<file path="src/rtl/fht_input_loader.sv">
// Streams samples into the four FHT data banks in bit-reversed order, then
// hands the frame to fht_control and holds off new input until it finishes.
module fht_input_loader #(
  parameter  int N_POINT = 256,
  parameter  int D_BIT   = 16,
  localparam int A_BIT   = $clog2(N_POINT) - 2
) (
  input  logic             iCLK,
  input  logic             iRESET,
  input  logic [D_BIT-1:0] iDATA,
  input  logic             iVALID,
  output logic             oREADY,
  output logic [D_BIT-1:0] oDATA_WR,
  output logic [A_BIT-1:0] oADDR_WR,
  output logic [3:0]       oWE,
  output logic             oSTART,
  input  logic             iFHT_RDY,
  output logic             oBUSY,
  output logic             oDONE
);

  localparam int L_BIT = $clog2(N_POINT);
  localparam logic [L_BIT-1:0] CNT_LAST = L_BIT'(N_POINT - 1);

  typedef enum logic [2:0] {LOAD, FLUSH, FIRE, WAIT_ACK, WAIT_DONE} state_t;

  state_t           state_reg;
  logic [L_BIT-1:0] cnt_reg;
  logic [L_BIT-1:0] rev;
  logic             ready_reg;
  logic             busy_reg;
  logic             start_reg;
  logic             done_reg;
  logic [3:0]       we_reg;
  logic [A_BIT-1:0] addr_reg;
  logic [D_BIT-1:0] data_reg;
  logic             hs;

  generate
    for (genvar gi = 0; gi < L_BIT; gi++) begin : g_rev
      assign rev[gi] = cnt_reg[L_BIT-1-gi];
    end
  endgenerate

  // ready_reg is only ever high in LOAD, so it alone qualifies a handshake.
  assign hs = iVALID & ready_reg;

  always_ff @(posedge iCLK) begin
    if (iRESET) begin
      state_reg <= LOAD;
      cnt_reg   <= '0;
      ready_reg <= 1'b1;
      busy_reg  <= 1'b0;
      start_reg <= 1'b0;
      done_reg  <= 1'b0;
      we_reg    <= '0;
      addr_reg  <= '0;
      data_reg  <= '0;
    end else begin
      start_reg <= 1'b0;
      done_reg  <= 1'b0;
      we_reg    <= '0;
      if (hs) begin
        we_reg   <= 4'b0001 << rev[1:0];
        addr_reg <= rev[L_BIT-1:2];
        data_reg <= iDATA;
      end
      case (state_reg)
        LOAD: begin
          if (hs) begin
            cnt_reg <= cnt_reg + 1'b1;
            if (cnt_reg == CNT_LAST) begin
              state_reg <= FLUSH;
              ready_reg <= 1'b0;
              busy_reg  <= 1'b1;
            end
          end
        end
        // The final write lands during FLUSH, so it is committed before start.
        FLUSH: begin
          if (iFHT_RDY) begin
            state_reg <= FIRE;
            start_reg <= 1'b1;
          end
        end
        FIRE: state_reg <= WAIT_ACK;
        WAIT_ACK: begin
          if (!iFHT_RDY) state_reg <= WAIT_DONE;
        end
        WAIT_DONE: begin
          if (iFHT_RDY) begin
            state_reg <= LOAD;
            ready_reg <= 1'b1;
            busy_reg  <= 1'b0;
            done_reg  <= 1'b1;
          end
        end
        default: begin
          state_reg <= LOAD;
          ready_reg <= 1'b1;
          busy_reg  <= 1'b0;
        end
      endcase
    end
  end

  assign oREADY   = ready_reg;
  assign oBUSY    = busy_reg;
  assign oSTART   = start_reg;
  assign oDONE    = done_reg;
  assign oWE      = we_reg;
  assign oADDR_WR = addr_reg;
  assign oDATA_WR = data_reg;

endmodule

</file>
<file path="config.mk">
export PLATFORM = sky130hd
export DESIGN_NAME = fht_input_loader
export DESIGN_NICKNAME = d
export VERILOG_FILES = /design/src/rtl/fht_input_loader.sv
export SDC_FILE = /design/constraint.sdc
export NUM_CORES = 1
export LEC_CHECK = 0
export ABC_AREA = 1
export BUFFER_PORTS_ARGS = -buffer_cell sky130_fd_sc_hd__buf_2
export CAP_MARGIN = 20
export CORE_MARGIN = 1
export CORE_UTILIZATION = 50
export DETAILED_ROUTE_END_ITERATION = 10
export GPL_ROUTABILITY_DRIVEN = 0
export HOLD_SLACK_MARGIN = 0.08
export PLACE_DENSITY = 0.82
export RECOVER_POWER = 100
export SYNTH_ARGS = -nofsm -noshare
export SYNTH_HDL_FRONTEND = slang
export SYNTH_SLANG_ARGS = --single-unit
export TNS_END_PERCENT = 20
</file>
<file path="constraint.sdc">
create_clock -name iCLK -period 2.7 [get_ports iCLK]
set_input_delay 0.135 -clock iCLK [delete_from_list [all_inputs] [get_ports iCLK]]
set_output_delay 0.135 -clock iCLK [all_outputs]
set_load 0.005 [all_outputs]
</file>
# Word level (Yosys, flattened, before mapping)
# Index checks and enable logic that the tools add are counted.
word_totals:
  regBits: 41
  in_bits: 20
  out_inout_bits: 30
classes:
  addsub: 1
  n_eq_ne: 10
  n_shift: 1
  n_mux: 15
  n_bitwise: 5
  n_reduce_logical: 8
ops:
  columns: ["op", "n"]
  rows:
  - ["3-bit two-way mux", 5]
  - ["3-bit case mux with 5 select lines", 1]
  - ["2-bit != test (second input constant)", 5]
  - ["8-bit by 1-bit adder with 8-bit output (second input constant)", 1]
  - ["8-bit equality test (second input constant)", 1]
  - ["1-bit two-way mux", 7]
  - ["3-bit by 2-bit equality test with 1-bit output (second input constant)", 2]
  - ["1-bit case mux with 3 select lines", 2]
  - ["2-bit OR reduction", 3]
  - ["5-bit AND reduction", 1]
  - ["1-bit NOT", 4]
  - ["4-bit AND reduction", 1]
  - ["1-bit by 2-bit << shifter with 4-bit output (first input constant)", 1]
  - ["3-bit by 1-bit equality test with 1-bit output (second input constant)", 1]
  - ["3-bit equality test (second input constant)", 1]
  - ["3-bit logical NOT", 1]
  - ["3-bit OR reduction", 1]
  - ["2-bit AND reduction", 1]
  - ["1-bit AND", 1]

# Depth between registers and ports, before layout
# Gate-level depths: netlist of run 1.
logic_depth:
  word_depth: 4
  mapped_depth: 9
  mapped_depth_nobuf: 9

# Worst setup path after synthesis of run 1
# OpenSTA, ideal clock, no wires.
synth_timing:
  path_type: "register -> register"
  start: "register cnt_reg[1]"
  end: "register ready_reg (netlist: oREADY)"
  t_arrival_ps: 1021
  required_time_ps: 2573
  setup_slack_ps: 1551
  stages_incl_launch_ff: 9
  n_path_buf: 0
  period_less_slack_ps: 1149
  cell_sequence: "dfxtp_1 > ha_1 > inv_1 > nor2_1 > nand2_1 > nand2_4 > nand3_1 > nand2_1 > nand3_1"
synth_via:
  elab_chain_cells: 3
synth_rtl:
  columns: ["element", "line", "rtl"]
  rows:
  - ["from (decl)", "28", "logic [L_BIT-1:0] cnt_reg;"]
  - ["from (signal assigned)", "71", "cnt_reg <= cnt_reg + 1'b1;"]
  - ["8-bit equality test", "72", "if (cnt_reg == CNT_LAST) begin"]
  - ["2-bit != test (no source line)", null, null]
  - ["4-bit AND reduction (no source line)", null, null]
  - ["to (signal assigned)", "74", "ready_reg <= 1'b0;"]
  - ["to (signal assigned)", "93", "ready_reg <= 1'b1;"]
  - ["to (signal assigned)", "100", "ready_reg <= 1'b1;"]
  - ["to (decl)", "30", "logic ready_reg;"]
# No other way between the ends.
# A chain may end at the register's enable or synchronous reset.

# Worst setup path after layout of run 1
layout_timing:
  start: "register ready_reg (netlist: oREADY)"
  end: "register cnt_reg[3]"
layout_via:
  elab_chain_cells: 2
layout_rtl:
  columns: ["element", "line", "rtl"]
  rows:
  - ["from (signal assigned)", "52", "ready_reg <= 1'b1;"]
  - ["from (signal assigned)", "74", null]
  - ["from (signal assigned)", "93", null]
  - ["1-bit AND", "46", "assign hs = iVALID & ready_reg;"]
  - ["2-bit AND reduction (no source line)", null, null]
# No other way between the ends.

==> impl_metrics.csv, run 1 <==
group,metric,value,unit
outcome,run_status,"complete, no violations",
yosys,net_count_after_synthesis,234,
global_route,grt_pass1_vias,1364,
sta,fin_crit,2.07,ns
finish,largest_register_ffs,16,
routing,route.detailed.wl_per_inst,10.7,µm
clocking,cts_tree,"done",
min_path,hold_path.startpoint,"iDATA[3]",
min_path,hold_crit_endpoint,"oDATA_WR[3]",
clocking,cts-buffers-inserted,5,
setup_path,critical_path.reg2reg.endpoint,"cnt_reg[3]",
clocking,worstSkewPairLatency,0.34,ns
yosys,yosys.cell_types.count,22,
finish,final_layout_size_suffix_gt1_frac,0.183,
finish,final-seq-area,821,µm²
setup_path,worst_r2r_startpoint,"oREADY",
routing,route.antenna.remaining_nets,0,
clocking,cts.htree.levels,2,
power,total_leakage_power,0.925,nW
finish,num_antenna_cells,0,
sta,setup_tns,0,ns
routing,routed-via-count,1531,
yosys,post_synthesis_sequential_element_count,41,
yosys,netlist.area_leader.share,0.511,
sta,max_freq,483,MHz
finish,area.growth.synth_to_final,28.5,%
setup_path,criticalPathCategory,"flop to flop",
job,maxCapViolations,0,
global_route,grt_antenna_before_repair,0,
routing,drtIter0Drc,88,
yosys,ys.warnings.count,0,
setup_path,worst-endpoint-required,2.94,ns
routing,wirelength,3470,µm
power,finalPower,1.04,mW
die,die_w,58.7,µm
placed_design,post_place_worst_slack,1.01,ns
yosys,syn_inst,213,
sta,fin_hold_ws,0.0950,ns
die,pin_count,50,
sta,setup_ws,0.630,ns
min_path,timing.hold.worst_path_depth,3,
setup_path,timing.critical_path.arrival,2.31,ns
global_route,grt_use_total,0.224,
global_route,grt_start_max_net_pins,37,
finish,multi_input_comb_area,667,µm²
setup_path,worst_r2r_path_depth,7,
sta,final-max-slew-violation-count,0,
power,power_density,505,nW/µm²
clocking,post_cts.repair.setup_buffers,0,
sta,relSlewSlack,0.431,
clocking,clk_root_buffer_cell,"clkbuf_4",
sta,skew,0.00621,ns
global_route,grt_first_pass_wirelength,5790,µm
finish,postLayoutCellArea,2060,µm²
sta,report.final.hold_viol_count,0,
global_route,global_route.overflow_total,0,
yosys,post_synth_instance_area,1610,µm²
routing,vias_per_cell,4.74,
yosys,ys_top_cells_by_area,"dfxtp_1 51%, nor2_1 14%, o21ai_0 8.4%",
die,die-area,3440,µm²
placed_design,count_of_buffers_from_port_buffering,49,
setup_path,sort_of_element_at_the_end_of_the_critical_path,"flop",
routing,first_pass_iters,4,
setup_path,critical_path.startpoint_type,"flop",
clocking,path_clk_slew,0.11,ns
placed_design,dp_hpwl,2220,µm
finish,filler_cell_count,272,
sta,finalCritPeriodShare,0.767,
setup_path,rrSetupSlack,0.63,ns
power,vdd.ir_drop.worst,354,µV
die,rows,20,
finish,final_net_count,301,
die,initial_core_utilization,0.526,
sta,timing.final.setup_violations,0,
die,dieHeight,58.7,µm
setup_path,critical_path.max_fanout,22,
clocking,numClockSinks,41,
sta,rsz0062_at_grt,"no",
die,floorplan.core_area,3050,µm²
yosys,post-synth-top-area-cell,"dfxtp_1",
yosys,synth_sequential_area_ratio,0.511,
yosys,synth.avg_cell_area,7.54,µm²
min_path,timing.hold.worst.class,"input port to flop",
routing,drt_drc_violations_left,0,
clocking,ctsLongestPathBuffers,2,
sta,worst_margin_pin_slew,0.852,ns
placed_design,placed_cell_area,1880,µm²
[stage by stage]
stage	util	std cells
6_report	0.676	323
3_5_place_dp	0.616	300
2_1_floorplan	-	213
3_3_place_gp	0.616	300
5_1_grt	0.676	323
4_1_cts	0.686	323
[repair_timing]
item                      4_1_cts  5_1_grt
resized for setup               0        0
hold endpoints to repair       20        0
hold buffers                   17        0
[area by class of cell]
cell class | instances | area share
Tap cell | 44 | 0.0267
Clock inverter | 1 | 0.00242
Timing Repair Buffer | 67 | 0.198
Multi-Input combinational cell | 146 | 0.323
Sequential cell | 41 | 0.398
Inverter | 19 | 0.0345
Clock buffer | 5 | 0.0182
[cell families (layout without fill, tap and decap cells)]
group	after synthesis	in the layout	synth area share
buffers and inverters	26	92	0.0646
AO/OA/AOI/OAI	41	41	0.131
adder cells (fa/ha/maj)	1	1	0.00779
AND/OR/NAND/NOR	104	104	0.286
flip-flops	41	41	0.511
[synth_stat cells]
cell	number
a211oi_1	1
a21oi_1	9
buf_2	4
clkbuf_1	2
clkbuf_2	1
clkinv_1	1
dfxtp_1	41
ha_1	1
inv_1	15
inv_2	3
nand2_1	19
nand2_2	3
nand2_4	2
nand3_1	14
nand4_1	3
nor2_1	58
nor2_2	2
nor2_4	2
nor3_1	1
o211ai_1	1
o21ai_0	27
o21ai_1	3
[power by group]
| part | internal [mW] | switching (mW) |
|---|---|---|
| sequential | 0.634 | 0.0148 |
| clock | 0.0904 | 0.177 |
| combinational | 0.0606 | 0.0648 |
| total | 0.785 | 0.257 |
[per-layer routing]
layer / vias up / track usage / wire [µm]
met5: - / 0 / 0
met4: 0 / 0.129 / 57
met3: 6 / 0.0593 / 215
met2: 53 / 0.360 / 1570
met1: 656 / 0.273 / 1620
li1: 816 / - / -
[how the worst max path moves through the flow]
stage	start	to	slack (ns)	cells after the start
global placement	oREADY	cnt_reg[3]	1.07	7
finish	oREADY	cnt_reg[3]	0.63	7
CTS	oREADY	cnt_reg[3]	0.99	7
floorplan	cnt_reg[1]	oREADY	1.55	8
detailed placement	oREADY	cnt_reg[3]	1.01	7
global route	oREADY	cnt_reg[0]	0.48	6
[critical path, stage by stage, from the launching register on]
cell      delay (ns)
dfxtp_1         0.33
nand2_1         0.51
clkinv_1        0.41
buf_4           0.31
nand2_1         0.15
nor2_2          0.05
o21ai_0         0.14
a21oi_1         0.05
[cell usage in the layout (no fill, tap or decap)]
| cell type | netlist | routed |
|---|---|---|
| buf_2 | 4 | 37 |
| clkbuf_4 | 0 | 5 |
| clkinv_1 | 1 | 1 |
| ha_1 | 1 | 1 |
| clkbuf_1 | 2 | 12 |
| a21oi_1 | 9 | 9 |
| buf_4 | 0 | 1 |
| dlygate4sd3_1 | 0 | 17 |
| nand4_1 | 3 | 3 |
| o21ai_0 | 27 | 28 |
| nor3_1 | 1 | 1 |
| nand2_4 | 2 | 2 |
| dfxtp_1 | 41 | 41 |
| o21ai_1 | 3 | 2 |
| nor2_1 | 58 | 59 |
| o211ai_1 | 1 | 1 |
| clkinv_2 | 0 | 1 |
| inv_2 | 3 | 2 |
| nand2_1 | 19 | 22 |
| inv_1 | 15 | 16 |
| a211oi_1 | 1 | 1 |
| nor2_4 | 2 | 1 |
| nor2_2 | 2 | 2 |
| nand3_1 | 14 | 14 |
Note: power is estimated with default switching activity, not from simulation.
==> run 2, diff against run 1 <==
--- a/config.mk
+++ b/config.mk
@@ -9,11 +9,11 @@
 export BUFFER_PORTS_ARGS = -buffer_cell sky130_fd_sc_hd__buf_2
 export CAP_MARGIN = 20
 export CORE_MARGIN = 1
-export CORE_UTILIZATION = 50
+export CORE_UTILIZATION = 49
 export DETAILED_ROUTE_END_ITERATION = 10
 export GPL_ROUTABILITY_DRIVEN = 0
 export HOLD_SLACK_MARGIN = 0.08
-export PLACE_DENSITY = 0.82
+export PLACE_DENSITY = 0.81
 export RECOVER_POWER = 100
 export SYNTH_ARGS = -nofsm -noshare
 export SYNTH_HDL_FRONTEND = slang
==> constraint.sdc (replaced) <==
create_clock -name iCLK -period 2.1 [get_ports iCLK]
set_input_delay 0.105 -clock iCLK [delete_from_list [all_inputs] [get_ports iCLK]]
set_output_delay 0.105 -clock iCLK [all_outputs]
set_load 0.005 [all_outputs]
==> impl_metrics.csv, run 2 (synthesis results as in run 1) <==
group,metric,value,unit
setup_path,rrSetupSlack,0.40,ns
clocking,clk_root_buffer_cell,"clkbuf_4",
routing,routed-via-count,1608,
finish,mostFrequentLayoutCells,"59 x nor2_1, 41 x dfxtp_1, 29 x buf_2",
setup_path,timing.critical_path.arrival,1.94,ns
setup_path,criticalPathCategory,"flop to flop",
sta,max_freq,590,MHz
clocking,cts_tree,"done",
routing,route.antenna.remaining_nets,0,
sta,rsz0062_at_grt,"no",
global_route,grt_pass1_vias,1427,
finish,mostFrequentLayoutCell,"nor2_1",
outcome,run_status,"complete, no violations",
die,die_w,59.3,µm
setup_path,worst-endpoint-required,2.35,ns
sta,timing.final.setup_violations,0,
min_path,timing.hold.worst.class,"flop to flop",
finish,num_antenna_cells,0,
power,switching_share,0.247,
sta,relSlewSlack,0.540,
finish,multi_input_comb_area,677,µm²
placed_design,count_of_buffers_from_port_buffering,49,
clocking,numClockSinks,41,
setup_path,sort_of_element_at_the_end_of_the_critical_path,"flop",
clocking,cts.htree.levels,2,
routing,wirelength,3680,µm
sta,skew,0.0133,ns
global_route,global_route.overflow_total,0,
power,power_density,685,nW/µm²
power,p_int,1.09,mW
sta,setup_tns,0,ns
setup_path,critical_path.max_fanout,28,
sta,fin_crit,1.70,ns
finish,final_net_count,303,
power,vdd.ir_drop.worst,458,µV
sta,final-max-slew-violation-count,0,
job,maxCapViolations,0,
clocking,cts-buffers-inserted,5,
clocking,path_clk_slew,0.13,ns
power,power.net_switching,357,µW
finish,final-seq-area,821,µm²
sta,finalCritPeriodShare,0.807,
clocking,post_cts.repair.setup_buffers,0,
finish,area.growth.synth_to_final,31.3,%
global_route,grt_first_pass_wirelength,5990,µm
power,p_clk_frac,0.308,
power,total_leakage_power,0.921,nW
clocking,worstSkewPairLatency,0.36,ns
routing,route.detailed.wl_per_inst,11.2,µm
clocking,cts.repair.resized,0,
sta,worst_margin_pin_slew,0.688,ns
finish,final_layout_size_suffix_gt1_frac,0.170,
global_route,grt_start_max_net_pins,32,
sta,setup_ws,0.405,ns
die,initial_core_utilization,0.522,
finish,largest_register_ffs,16,
placed_design,post_place_worst_slack,0.619,ns
die,floorplan.core_area,3080,µm²
routing,drtIter0Drc,88,
routing,drt_drc_violations_left,0,
clocking,ctsLongestPathBuffers,2,
power,pwr-share-seq,0.579,
placed_design,dp_hpwl,2250,µm
setup_path,critical_path.startpoint_type,"flop",
routing,first_pass_iters,4,
die,dieHeight,59.3,µm
die,rows,20,
routing,vias_per_cell,4.92,
power,combinationalPowerShare,0.113,
finish,filler_cell_count,263,
sta,report.final.hold_viol_count,0,
global_route,grt_antenna_before_repair,0,
die,pin_count,50,
global_route,grt_use_total,0.233,
die,die-area,3510,µm²
-- run 2: cell count changes in the layout (fill, tap and decap cells not counted), moves of 2 or more --
cell / change
clkbuf_8: +2
clkbuf_1: +7
buf_2: -8
nand2_1: -2
nand2_2: +2
-- run 2: final timing paths --
kind,startpoint,endpoint,cells past startpoint
hold reg to reg,oBUSY,oBUSY,2
hold / removal,oBUSY,oBUSY,2
setup reg to reg,oREADY,cnt_reg[3],7
setup / recovery,oREADY,cnt_reg[3],7
-- run 2: final cells by class --
type | instances | share of cell area
clock inverters | 1 | 0.00237
repair buffers | 69 | 0.197
well taps | 44 | 0.0261
multi-input cells | 146 | 0.321
inverters | 19 | 0.0338
clock buffers | 7 | 0.0308
flip-flops and latches | 41 | 0.389
-- run 2: routing by layer --
metal,GRT usage,up-vias,share of wire
met5,0,-,0
met4,0.126,0,0.026
met3,0.0677,12,0.059
met2,0.374,63,0.47
met1,0.278,708,0.44
li1,-,825,-
-- run 2: power by group through the flow --
stage	Clock [mW]	Combinational [mW]	Sequential, mW
2_1_floorplan	0	0.0739	0.855
3_3_place_gp	0	0.138	0.851
3_5_place_dp	0	0.141	0.853
4_1_cts	0.451	0.167	0.835
5_1_grt	0.486	0.187	0.841
6_report	0.445	0.164	0.836
-- run 2: critical path: stages (launching register included) --
cell	delay, ns
dfxtp_1	0.34
nand2_1	0.51
clkinv_1	0.14
buf_4	0.25
nand2_2	0.13
nor2_2	0.05
o21ai_1	0.11
a21oi_1	0.05
-- run 2: what timing repair did --
| action | 4_1_cts | 5_1_grt |
|---|---|---|
| endpoints found under the hold margin | 21 | 0 |
| setup endpoints to repair | 0 | 0 |
| hold buffers | 18 | 0 |
-- run 2: metrics by stage --
stage | instances | power [mW] | instance area (µm²) | hold WS, ns | utilization
2_1_floorplan | 213 | 0.929 | 1610 | 0.174 | -
3_3_place_gp | 301 | 0.990 | 1890 | 0.334 | 0.614
3_5_place_dp | 301 | 0.994 | 1890 | 0.330 | 0.614
4_1_cts | 327 | 1.45 | 2140 | 0.354 | 0.695
5_1_grt | 327 | 1.51 | 2110 | 0.506 | 0.685
6_report | 327 | 1.45 | 2110 | 0.486 | 0.685
==> run 3, diff against run 2 <==
--- a/config.mk
+++ b/config.mk
@@ -9,11 +9,11 @@
 export BUFFER_PORTS_ARGS = -buffer_cell sky130_fd_sc_hd__buf_2
 export CAP_MARGIN = 20
 export CORE_MARGIN = 1
-export CORE_UTILIZATION = 49
+export CORE_UTILIZATION = 45
 export DETAILED_ROUTE_END_ITERATION = 10
 export GPL_ROUTABILITY_DRIVEN = 0
 export HOLD_SLACK_MARGIN = 0.08
-export PLACE_DENSITY = 0.81
+export PLACE_DENSITY = 0.78
 export RECOVER_POWER = 100
 export SYNTH_ARGS = -nofsm -noshare
 export SYNTH_HDL_FRONTEND = slang
==> constraint.sdc (replaced) <==
create_clock -name iCLK -period 1.55 [get_ports iCLK]
set_input_delay 0.0775 -clock iCLK [delete_from_list [all_inputs] [get_ports iCLK]]
set_output_delay 0.0775 -clock iCLK [all_outputs]
set_load 0.005 [all_outputs]
==> impl_metrics.csv, run 3 (synthesis results as in run 1) <==
group,metric,value,unit
outcome,run_status,"complete, no violations",
routing,route.detailed.wl_per_inst,10.9,µm
setup_path,crit_family,"simple AND/OR/NAND/NOR gates",
sta,finalCritPeriodShare,0.865,
global_route,grt_start_max_net_pins,37,
finish,utilization,0.632,
power,combinationalPowerShare,0.106,
routing,drt_drc_violations_left,0,
clocking,worstSkewPairLatency,0.35,ns
setup_path,cp_num_buf_inv,2,
routing,first_pass_iters,4,
power,total_leakage_power,0.919,nW
setup_path,worst-endpoint-required,1.86,ns
setup_path,timing.critical_path.arrival,1.65,ns
sta,report.final.hold_viol_count,0,
job,maxCapViolations,0,
global_route,grt_use_total,0.202,
die,dieHeight,61.8,µm
power,vdd.ir_drop.worst,452,µV
clocking,cts-hold-fix-buffers,18,
power,switching_share,0.234,
sta,max_freq,746,MHz
sta,rsz0062_at_grt,"no",
setup_path,critical_path.max_fanout,7,
finish,mostFrequentLayoutCell,"nor2_1",
sta,fin_crit,1.34,ns
routing,wirelength,3620,µm
clocking,cts_tree,"done",
setup_path,max_stage_delay,0.41,ns
clocking,path_clk_slew,0.12,ns
finish,num_antenna_cells,0,
setup_path,critical_path.startpoint_type,"flop",
clocking,post_cts.repair.setup_buffers,0,
setup_path,crit_path_top_delay_cell,"dfxtp_1",
routing,drtIter0Drc,95,
power,pwr-share-seq,0.543,
setup_path,critical_path.cell_chain,"ha_1 -> inv_1 -> nor2_1 -> nand2_1 -> nand2_4 -> nand2_1 -> nor2_1 -> o211ai_1 -> inv_1",
min_path,timing.hold.worst.class,"input port to flop",
finish,largest_register_ffs,16,
finish,final_layout_size_suffix_gt1_frac,0.172,
setup_path,criticalPathCategory,"flop to flop",
die,initial_core_utilization,0.474,
finish,mostFrequentLayoutCells,"58 x nor2_1, 41 x dfxtp_1, 29 x o21ai_0",
clocking,cts-buffers-inserted,5,
die,pin_count,50,
finish,final-seq-area,821,µm²
sta,setup_tns,0,ns
finish,final_net_count,305,
die,die_w,61.8,µm
clocking,numClockSinks,41,
sta,worst_margin_pin_slew,0.569,ns
sta,timing.final.setup_violations,0,
clocking,clk_root_buffer_cell,"clkbuf_4",
die,die-area,3810,µm²
power,p_int,1.60,mW
power,power_density,974,nW/µm²
global_route,global_route.overflow_total,0,
sta,final-max-slew-violation-count,0,
power,power.net_switching,487,µW
placed_design,dp_hpwl,2320,µm
clocking,cts.repair.resized,0,
clocking,ctsLongestPathBuffers,2,
die,floorplan.core_area,3390,µm²
sta,relSlewSlack,0.620,
sta,skew,0.00697,ns
setup_path,sort_of_element_at_the_end_of_the_critical_path,"flop",
global_route,grt_pass1_vias,1396,
clocking,cts.htree.levels,2,
routing,vias_per_cell,4.79,
finish,filler_cell_count,301,
routing,route.antenna.remaining_nets,0,
die,rows,21,
power,p_clk_frac,0.350,
finish,area.growth.synth_to_final,33.3,%
routing,routed-via-count,1585,
placed_design,count_of_buffers_from_port_buffering,49,
global_route,grt_first_pass_wirelength,5580,µm
finish,multi_input_comb_area,682,µm²
global_route,grt_antenna_before_repair,0,
==> run 3: worst reg2reg max path, cell delays in order, from the launching register on <==
cell	delay, ns
dfxtp_1	0.41
ha_1	0.21
inv_1	0.05
nor2_1	0.09
nand2_1	0.09
nand2_4	0.10
nand2_1	0.06
nor2_1	0.11
o211ai_1	0.11
inv_1	0.08
==> run 3: per-stage QoR <==
step / area (µm²) / setup slack [ns] / power, mW / std cells / hold WS [ns]
after floorplan: 1610 / 0.401 / 1.26 / 213 / 0.147
after global placement: 1910 / 0.317 / 1.34 / 305 / 0.286
after detailed placement: 1910 / 0.271 / 1.35 / 305 / 0.290
after CTS: 2170 / 0.218 / 2.11 / 331 / 0.222
after global routing: 2140 / 0.0768 / 2.19 / 331 / 0.264
final: 2140 / 0.209 / 2.08 / 331 / 0.249
==> run 3: cell type report <==
| class | instances | share of cell area |
|---|---|---|
| clock buffer | 7 | 0.0257 |
| clock inverter | 1 | 0.0140 |
| inverter | 19 | 0.0333 |
| multi-input combinational | 146 | 0.319 |
| sequential | 41 | 0.383 |
| tap | 46 | 0.0269 |
| timing repair buffer | 71 | 0.198 |
==> run 3: final timing paths <==
| check | startpoint | cells after the start | slack [ns] | endpoint |
|---|---|---|---|---|
| max reg2reg | cnt_reg[1] | 9 | 0.21 | state_reg[2] |
| max | cnt_reg[1] | 9 | 0.21 | state_reg[2] |
| min | iVALID | 4 | 0.25 | oDATA_WR[12] |
| min reg2reg | oBUSY | 2 | 0.48 | oBUSY |
==> run 3: routing by layer <==
metal | up-vias | wire (µm) | share of wire | GRT usage
met2 | 48 | 1720 | 0.47 | 0.363
met1 | 704 | 1630 | 0.45 | 0.216
met4 | 0 | 58 | 0.016 | 0.0857
met3 | 5 | 207 | 0.057 | 0.0683
met5 | - | 0 | 0 | 0
li1 | 828 | - | - | -
==> run 3: power groups by stage <==
stage	Clock (mW)	Sequential, mW	Combinational, mW
final	0.731	1.13	0.222
after global routing	0.795	1.14	0.256
after CTS	0.751	1.13	0.230
after detailed placement	0	1.16	0.195
after global placement	0	1.15	0.191
after floorplan	0	1.16	0.100
